### src/rtl/serial_magnitude_comparator_if.sv
// Handshake and comparator-side bus for the serial magnitude comparator.
// The slave modport is the sequencer; the master modport is its environment.
interface serial_magnitude_comparator_if #(
  parameter int WIDTH = 16
);
  logic             start;
  logic [WIDTH-1:0] a;
  logic [WIDTH-1:0] b;
  logic             busy;
  logic             done;
  logic             lt;
  logic             gt;
  logic             eq;
  logic [3:0]       cmp_a;
  logic [3:0]       cmp_b;
  logic             cmp_cas_lt;
  logic             cmp_cas_gt;
  logic             cmp_cas_eq;
  logic             cmp_lt;
  logic             cmp_gt;
  logic             cmp_eq;

  modport slave (
    input  start, a, b, cmp_lt, cmp_gt, cmp_eq,
    output busy, done, lt, gt, eq,
    output cmp_a, cmp_b, cmp_cas_lt, cmp_cas_gt, cmp_cas_eq
  );

  modport master (
    output start, a, b, cmp_lt, cmp_gt, cmp_eq,
    input  busy, done, lt, gt, eq,
    input  cmp_a, cmp_b, cmp_cas_lt, cmp_cas_gt, cmp_cas_eq
  );
endinterface

### src/rtl/serial_magnitude_comparator.sv
// Nibble-serial unsigned magnitude compare, LS nibble first, driving an
// external combinational 4-bit cascadable comparator.
//
// state | meaning
// IDLE  | waiting for start; previous result held
// RUN   | one nibble per cycle through the external comparator
// DONE  | one-cycle done pulse, result valid
module serial_magnitude_comparator #(
  parameter int WIDTH = 16
) (
  input logic                          clk,
  input logic                          rst_n,
  serial_magnitude_comparator_if.slave bus
);
  localparam int NIB = WIDTH / 4;
  localparam int CW  = (NIB > 1) ? $clog2(NIB) : 1;
  localparam logic [CW-1:0] LAST_CNT = CW'(NIB - 1);

  typedef enum logic [1:0] {
    IDLE = 2'd0,
    RUN  = 2'd1,
    DONE = 2'd2
  } state_t;

  state_t           r_state;
  state_t           w_state_nxt;
  logic [WIDTH-1:0] r_a;
  logic [WIDTH-1:0] r_b;
  logic [CW-1:0]    r_cnt;
  logic             r_cas_lt;
  logic             r_cas_gt;
  logic             r_cas_eq;
  logic             r_lt;
  logic             r_gt;
  logic             r_eq;
  logic [WIDTH-1:0] w_a_sh;
  logic [WIDTH-1:0] w_b_sh;
  logic             w_last;

  assign w_last = (r_cnt == LAST_CNT);
  assign w_a_sh = r_a >> {r_cnt, 2'b00};
  assign w_b_sh = r_b >> {r_cnt, 2'b00};

  always_ff @(posedge clk or negedge rst_n) begin
    if (!rst_n) begin
      r_state <= IDLE;
    end else begin
      r_state <= w_state_nxt;
    end
  end

  always_comb begin
    w_state_nxt    = r_state;
    bus.busy       = 1'b0;
    bus.done       = 1'b0;
    bus.cmp_a      = 4'h0;
    bus.cmp_b      = 4'h0;
    bus.cmp_cas_lt = r_cas_lt;
    bus.cmp_cas_gt = r_cas_gt;
    bus.cmp_cas_eq = r_cas_eq;
    bus.lt         = r_lt;
    bus.gt         = r_gt;
    bus.eq         = r_eq;
    case (r_state)
      IDLE: begin
        if (bus.start) w_state_nxt = RUN;
      end
      RUN: begin
        bus.busy  = 1'b1;
        bus.cmp_a = w_a_sh[3:0];
        bus.cmp_b = w_b_sh[3:0];
        if (w_last) w_state_nxt = DONE;
      end
      DONE: begin
        bus.done    = 1'b1;
        w_state_nxt = IDLE;
      end
      default: w_state_nxt = IDLE;
    endcase
  end

  // Comparator result is taken as-is, even if not one-hot.
  always_ff @(posedge clk or negedge rst_n) begin
    if (!rst_n) begin
      r_a      <= '0;
      r_b      <= '0;
      r_cnt    <= '0;
      r_cas_lt <= 1'b0;
      r_cas_gt <= 1'b0;
      r_cas_eq <= 1'b1;
      r_lt     <= 1'b0;
      r_gt     <= 1'b0;
      r_eq     <= 1'b0;
    end else begin
      case (r_state)
        IDLE: begin
          if (bus.start) begin
            r_a      <= bus.a;
            r_b      <= bus.b;
            r_cnt    <= '0;
            r_cas_lt <= 1'b0;
            r_cas_gt <= 1'b0;
            r_cas_eq <= 1'b1;
          end
        end
        RUN: begin
          r_cas_lt <= bus.cmp_lt;
          r_cas_gt <= bus.cmp_gt;
          r_cas_eq <= bus.cmp_eq;
          if (w_last) begin
            r_cnt <= '0;
            r_lt  <= bus.cmp_lt;
            r_gt  <= bus.cmp_gt;
            r_eq  <= bus.cmp_eq;
          end else begin
            r_cnt <= r_cnt + 1'b1;
          end
        end
        default: ;
      endcase
    end
  end
endmodule

### src/flat_wrapper.sv
// flat-port wrapper written by rule: the top's interface ports become plain ports
module serial_magnitude_comparator_flat 
#(
  parameter int WIDTH = 16
)
  (clk, rst_n, bus_start, bus_a, bus_b, bus_cmp_lt, bus_cmp_gt, bus_cmp_eq, bus_busy, bus_done, bus_lt, bus_gt, bus_eq, bus_cmp_a, bus_cmp_b, bus_cmp_cas_lt, bus_cmp_cas_gt, bus_cmp_cas_eq);
  serial_magnitude_comparator_if #(.WIDTH(WIDTH)) bus_i ();
  input logic clk;
  input logic rst_n;
  input wire logic [$bits(bus_i.start)-1:0] bus_start;
  input wire logic [$bits(bus_i.a)-1:0] bus_a;
  input wire logic [$bits(bus_i.b)-1:0] bus_b;
  input wire logic [$bits(bus_i.cmp_lt)-1:0] bus_cmp_lt;
  input wire logic [$bits(bus_i.cmp_gt)-1:0] bus_cmp_gt;
  input wire logic [$bits(bus_i.cmp_eq)-1:0] bus_cmp_eq;
  output wire logic [$bits(bus_i.busy)-1:0] bus_busy;
  output wire logic [$bits(bus_i.done)-1:0] bus_done;
  output wire logic [$bits(bus_i.lt)-1:0] bus_lt;
  output wire logic [$bits(bus_i.gt)-1:0] bus_gt;
  output wire logic [$bits(bus_i.eq)-1:0] bus_eq;
  output wire logic [$bits(bus_i.cmp_a)-1:0] bus_cmp_a;
  output wire logic [$bits(bus_i.cmp_b)-1:0] bus_cmp_b;
  output wire logic [$bits(bus_i.cmp_cas_lt)-1:0] bus_cmp_cas_lt;
  output wire logic [$bits(bus_i.cmp_cas_gt)-1:0] bus_cmp_cas_gt;
  output wire logic [$bits(bus_i.cmp_cas_eq)-1:0] bus_cmp_cas_eq;
  assign bus_i.start = bus_start;
  assign bus_i.a = bus_a;
  assign bus_i.b = bus_b;
  assign bus_i.cmp_lt = bus_cmp_lt;
  assign bus_i.cmp_gt = bus_cmp_gt;
  assign bus_i.cmp_eq = bus_cmp_eq;
  assign bus_busy = bus_i.busy;
  assign bus_done = bus_i.done;
  assign bus_lt = bus_i.lt;
  assign bus_gt = bus_i.gt;
  assign bus_eq = bus_i.eq;
  assign bus_cmp_a = bus_i.cmp_a;
  assign bus_cmp_b = bus_i.cmp_b;
  assign bus_cmp_cas_lt = bus_i.cmp_cas_lt;
  assign bus_cmp_cas_gt = bus_i.cmp_cas_gt;
  assign bus_cmp_cas_eq = bus_i.cmp_cas_eq;
  serial_magnitude_comparator #(.WIDTH(WIDTH)) u_core (.clk(clk), .rst_n(rst_n), .bus(bus_i));
endmodule
### config.mk
export PLATFORM = sky130hd
export DESIGN_NAME = serial_magnitude_comparator_flat
export DESIGN_NICKNAME = d
export VERILOG_FILES = /design/src/rtl/serial_magnitude_comparator_if.sv /design/src/rtl/serial_magnitude_comparator.sv /design/src/flat_wrapper.sv
export SDC_FILE = /design/constraint.sdc
export NUM_CORES = 1
export LEC_CHECK = 0
export CAP_MARGIN = 20
export CORE_ASPECT_RATIO = 1.1
export CORE_MARGIN = 3
export CORE_UTILIZATION = 40
export CTS_BUF_LIST = sky130_fd_sc_hd__clkbuf_4 sky130_fd_sc_hd__clkbuf_8
export DETAILED_ROUTE_END_ITERATION = 6
export GPL_TIMING_DRIVEN = 0
export PLACE_DENSITY = 0.73
export SETUP_SLACK_MARGIN = 0.4
export SYNTH_ARGS = -nofsm -noshare
export SYNTH_HDL_FRONTEND = slang
export SYNTH_SLANG_ARGS = --single-unit
### constraint.sdc
create_clock -name clk -period 2.3 [get_ports clk]
set_input_delay 0.46 -clock clk [delete_from_list [all_inputs] [get_ports clk]]
set_output_delay 0.46 -clock clk [all_outputs]
set_load 0.02 [all_outputs]
Word-level counts from Yosys, hierarchy flattened:

Cells that the tools add are included.

* word-level logic and storage cells: 39
* bits of input ports: 38
* register bits: 42
* output and inout bits: 16

* add/sub/neg operators: 1
* shift-type cells: 2
* mux-type cells: 15
* reductions and logical operators: 6
* equality and inequality tests: 5

Operators with widths (count)
* >> shifter 16 x 4 -> 4 bit: 2
* 2-to-1 mux 2 bit: 4
* 2-to-1 mux 4 bit: 2
* one-hot mux 2 bit (2 select lines): 2
* AND reduction 2 bit: 4
* one-hot mux 1 bit (2 select lines): 3
* equality test 2 bit (second input constant): 2
* 2-to-1 mux 1 bit: 4
* adder 2 x 1 -> 2 bit (second input constant): 1
* equality test 2 x 1 -> 1 bit (second input constant): 1
* zero test 2 bit: 1
* inequality test 2 x 1 -> 1 bit (second input constant): 1
* inequality test 2 bit (second input constant): 1
* nonzero test 2 bit: 1

Logic depth before layout (Yosys ltp):

* depth in word-level cells: 3
* mapped depth: 4

Least setup slack after synthesis:

Ideal clock, no wire load.

* path type: reg-to-output
* from: register u_core.r_state[1]
* to: output bus_cmp_b[2]
* data arrival time: 1.350 ns
* cell stages (with the launch flop): 4
* data required time: 1.840 ns
* slack: 0.490 ns
* path through: dfrtp_1 or3b_1 clkbuf_1 o22ai_1

* longest elaborated chain between the ends: 2

RTL lines
* start: declaration: line serial_magnitude_comparator.sv:25 `state_t r_state;`
* start signal: assignment: line serial_magnitude_comparator.sv:48 `r_state <= w_state_nxt;`
* equality test 2 x 1 -> 1 bit: line serial_magnitude_comparator.sv:64 `case (r_state)`
* 2-to-1 mux 4 bit: line serial_magnitude_comparator.sv:64
* end: declaration: line flat_wrapper.sv:22 `output wire logic [$bits(bus_i.cmp_b)-1:0] bus_cmp_b;`

No other way between the ends.

Worst setup path in the final report:

Ends and elaborated chain as after synthesis.

==> results.cfg <==
[global_routing]
grt_pass1_wl_um = 7340
use_met2_pct = 32.5
grt_use_met1_pct = 18.9
met3_usage_pct = 4.02
grt-busiest-layer = met2
grt_max_degree = 43
grt_use_total_pct = 17.6
grt_antenna_before_repair = 0
grt_pass1_vias = 1470
grt-ovfl-total = 0

[layout]
final_cells = 249
layout.nets = 233
stdcell_area_mm2 = 0.00268
area_delta_synth_final_pct = 44.2
fin_util_pct = 61.3
drive_above_1_share_pct = 40.5
diodes = 0

[synthesis]
ys_types = 20
yosys.area.top_type = dfrtp_1
yosys_warnings = 0
synthCells = 126
yosysSeqAreaShare_pct = 56.5
synth_area_mm2 = 0.00186
syn_nets = 165
syn_area_per_cell_um2 = 14.8
synth.top_cell.area_share_pct = 55.1
async_reset_ff_share_pct = 100
synth-main-ff-cell = dfrtp_1
synth_edf_count = 0
yosys_register_bits = 42
synthTopCellsByArea = dfrtp_1 (55%), mux2_2 (21%), mux2i_1 (8.6%)

[clock_network]
htreeDepth = 2
cts_tree = done
cts_num_sinks = 42
clkTransAtPathRegs_ps = 80
hold_buffers = 0
clock_latency_ps = 300
cts.root.buffer_cell = clkbuf_8
cts.path.max_buffers = 2
cts_made_buffers = 5

[die]
start_util_pct = 42.5
dieWidth_um = 71.1
dieArea_mm2 = 0.00551
rows = 25
io_pins = 54
core_region_area_mm2 = 0.00438
fp.dieH_um = 77.6

[detailed_routing]
drc = 0
num_vias = 1291
antenna_left = 0
wl_um = 4490
drt_iter0_drc = 63
viasPerCell = 5.18
routedWlPerCell_um = 18.0
first_pass_iters = 4

[worst_setup_path]
crit_arrival_ps = 1610
path_cells = or3b_4 > buf_8 > o22ai_4 > buf_6
crit_path_max_fanout = 8
start_kind = register
slowest_stage = dfrtp_2
end_kind = output port
critPathKind = reg2out
cpPeakStageDelay_ps = 430
required_ps = 1840

[sta]
final-hold-violation-count = 0
fin_crit_ps = 2070
layout_setup_ws_ps = 233
maxSlewHeadroom_pct = 37.8
drv_slew = 0
timing.fmax_ghz = 0.484
worst_slew_pin_slew_ps = 933
fin_crit_sh_pct = 89.9
rsz0062_at_grt = yes
setup_viol = 0
finClkSkew_ps = 10.3

[power_and_ir_drop]
power_density_mw_per_mm2 = 1460
ir_worst_vdd_mv = 0.695
power.leakage_nw = 1.16

[placement]
dp.cells = 233
placed_area_mm2 = 0.00245
port_buffers = 53
dpl_worst_slack_ps = -126
place_congestion = 0.716
dp_hpwl_um = 3150

[outcome]
status = finished clean

[worst_hold_path]
hp-class = in2async

[flow_run]
cap_violations = 0
[cells in the final DEF (no fill, tap or decap), types with 2 or more instances in the layout]
cell type / count
clkdlybuf4s50_1: 41
dfrtp_1: 40
buf_4: 12
buf_8: 2
nand3b_1: 2
o21bai_1: 2
inv_1: 3
o22ai_2: 4
buf_2: 2
dlygate4sd2_1: 2
clkbuf_8: 6
o22ai_1: 3
buf_6: 9
mux2i_1: 14
a22o_1: 3
mux2_2: 35
[metal layers]
| metal | wire [um] | share of wire [%] | up-vias |
|---|---|---|---|
| met4 | 78 | 1.7 | 0 |
| met2 | 2520 | 56 | 30 |
| met1 | 1680 | 37 | 659 |
| met3 | 206 | 4.6 | 7 |
| met5 | 0 | 0 | - |
| li1 | - | - | 595 |
[metrics by stage]
stage	hold WS, ps	TNS, ps	total power, mW
3_5_place_dp	451	-401	3.17
3_3_place_gp	449	-8030	3.07
6_report	297	0	3.93
2_1_floorplan	164	0	2.45
4_1_cts	335	0	3.89
5_1_grt	359	0	4.14
[power by group]
part	internal, mW	total [mW]	switching [mW]
registers	1.12	1.34	0.219
logic	1.14	2.08	0.946
clock network	0.254	0.508	0.254
total	2.51	3.93	1.42
[critical path: cells and delay by family, from the launching register on]
kind,cells,cell delay [ps]
compound gates,1,160
flops,1,430
buf+inv,2,300
simple gates,1,410
[cells in the mapped netlist, drive strengths merged (2+ instances only)]
| master | n |
|---|---|
| o21bai | 2 |
| mux2 | 35 |
| mux2i | 16 |
| nand3b | 2 |
| o22ai | 8 |
| inv | 3 |
| a22o | 3 |
| dfrtp | 41 |
| buf | 6 |
[cells by family (layout without fill, tap and decap cells)]
| logic type | Yosys count | after routing | synth area share, % |
|---|---|---|---|
| buffers and inverters | 10 | 79 | 3.76 |
| adders and majority gates | 1 | 1 | 0.672 |
| AOI/OAI and AO/OA | 15 | 15 | 5.78 |
| DFF | 42 | 42 | 56.5 |
| and+or+nand+nor | 7 | 7 | 3.50 |
| muxes | 51 | 51 | 29.8 |
[path summary, 6_finish.rpt]
path                                    endpoint  depth (start not counted)  slack, ps             startpoint
setup / recovery                    bus_cmp_b[2]                          4        230      u_core.r_state[1]
hold reg to reg            u_core.bus.cmp_cas_eq                          2        460  u_core.bus.cmp_cas_eq
hold / removal                    u_core.r_b[11]                          1        300                  rst_n
max in group asynchronous      u_core.r_state[1]                          1       1370                  rst_n
setup reg to reg                   u_core.r_a[7]                          5        570      u_core.r_state[0]
min in group clk           u_core.bus.cmp_cas_eq                          2        460  u_core.bus.cmp_cas_eq
[repair_timing]
action	in CTS	in global routing
endpoints found under the setup margin	11	8
resized for setup	66	4
buffers inserted	7	1
[sequential cells by signal, indices dropped and copies added (netlist names)]
name                   count
u_core.r_b                16
u_core.bus.lt              1
u_core.r_a                16
u_core.r_state             2
u_core.bus.cmp_cas_gt      1
u_core.bus.cmp_cas_lt      1
u_core.r_cnt               2
u_core.bus.gt              1
u_core.bus.cmp_cas_eq      1
u_core.bus.eq              1
[cell type report]
class,count,area [um^2]
Buffer,7,86.3
Clock buffer,7,90.1
Clock inverter,1,5.00
Fill cell,343,1700
Inverter,3,11.3
Multi-Input combinational cell,74,797
Sequential cell,42,1050
Tap cell,54,67.6
Timing Repair Buffer,61,573
Note: power is estimated with default switching activity, not from simulation.
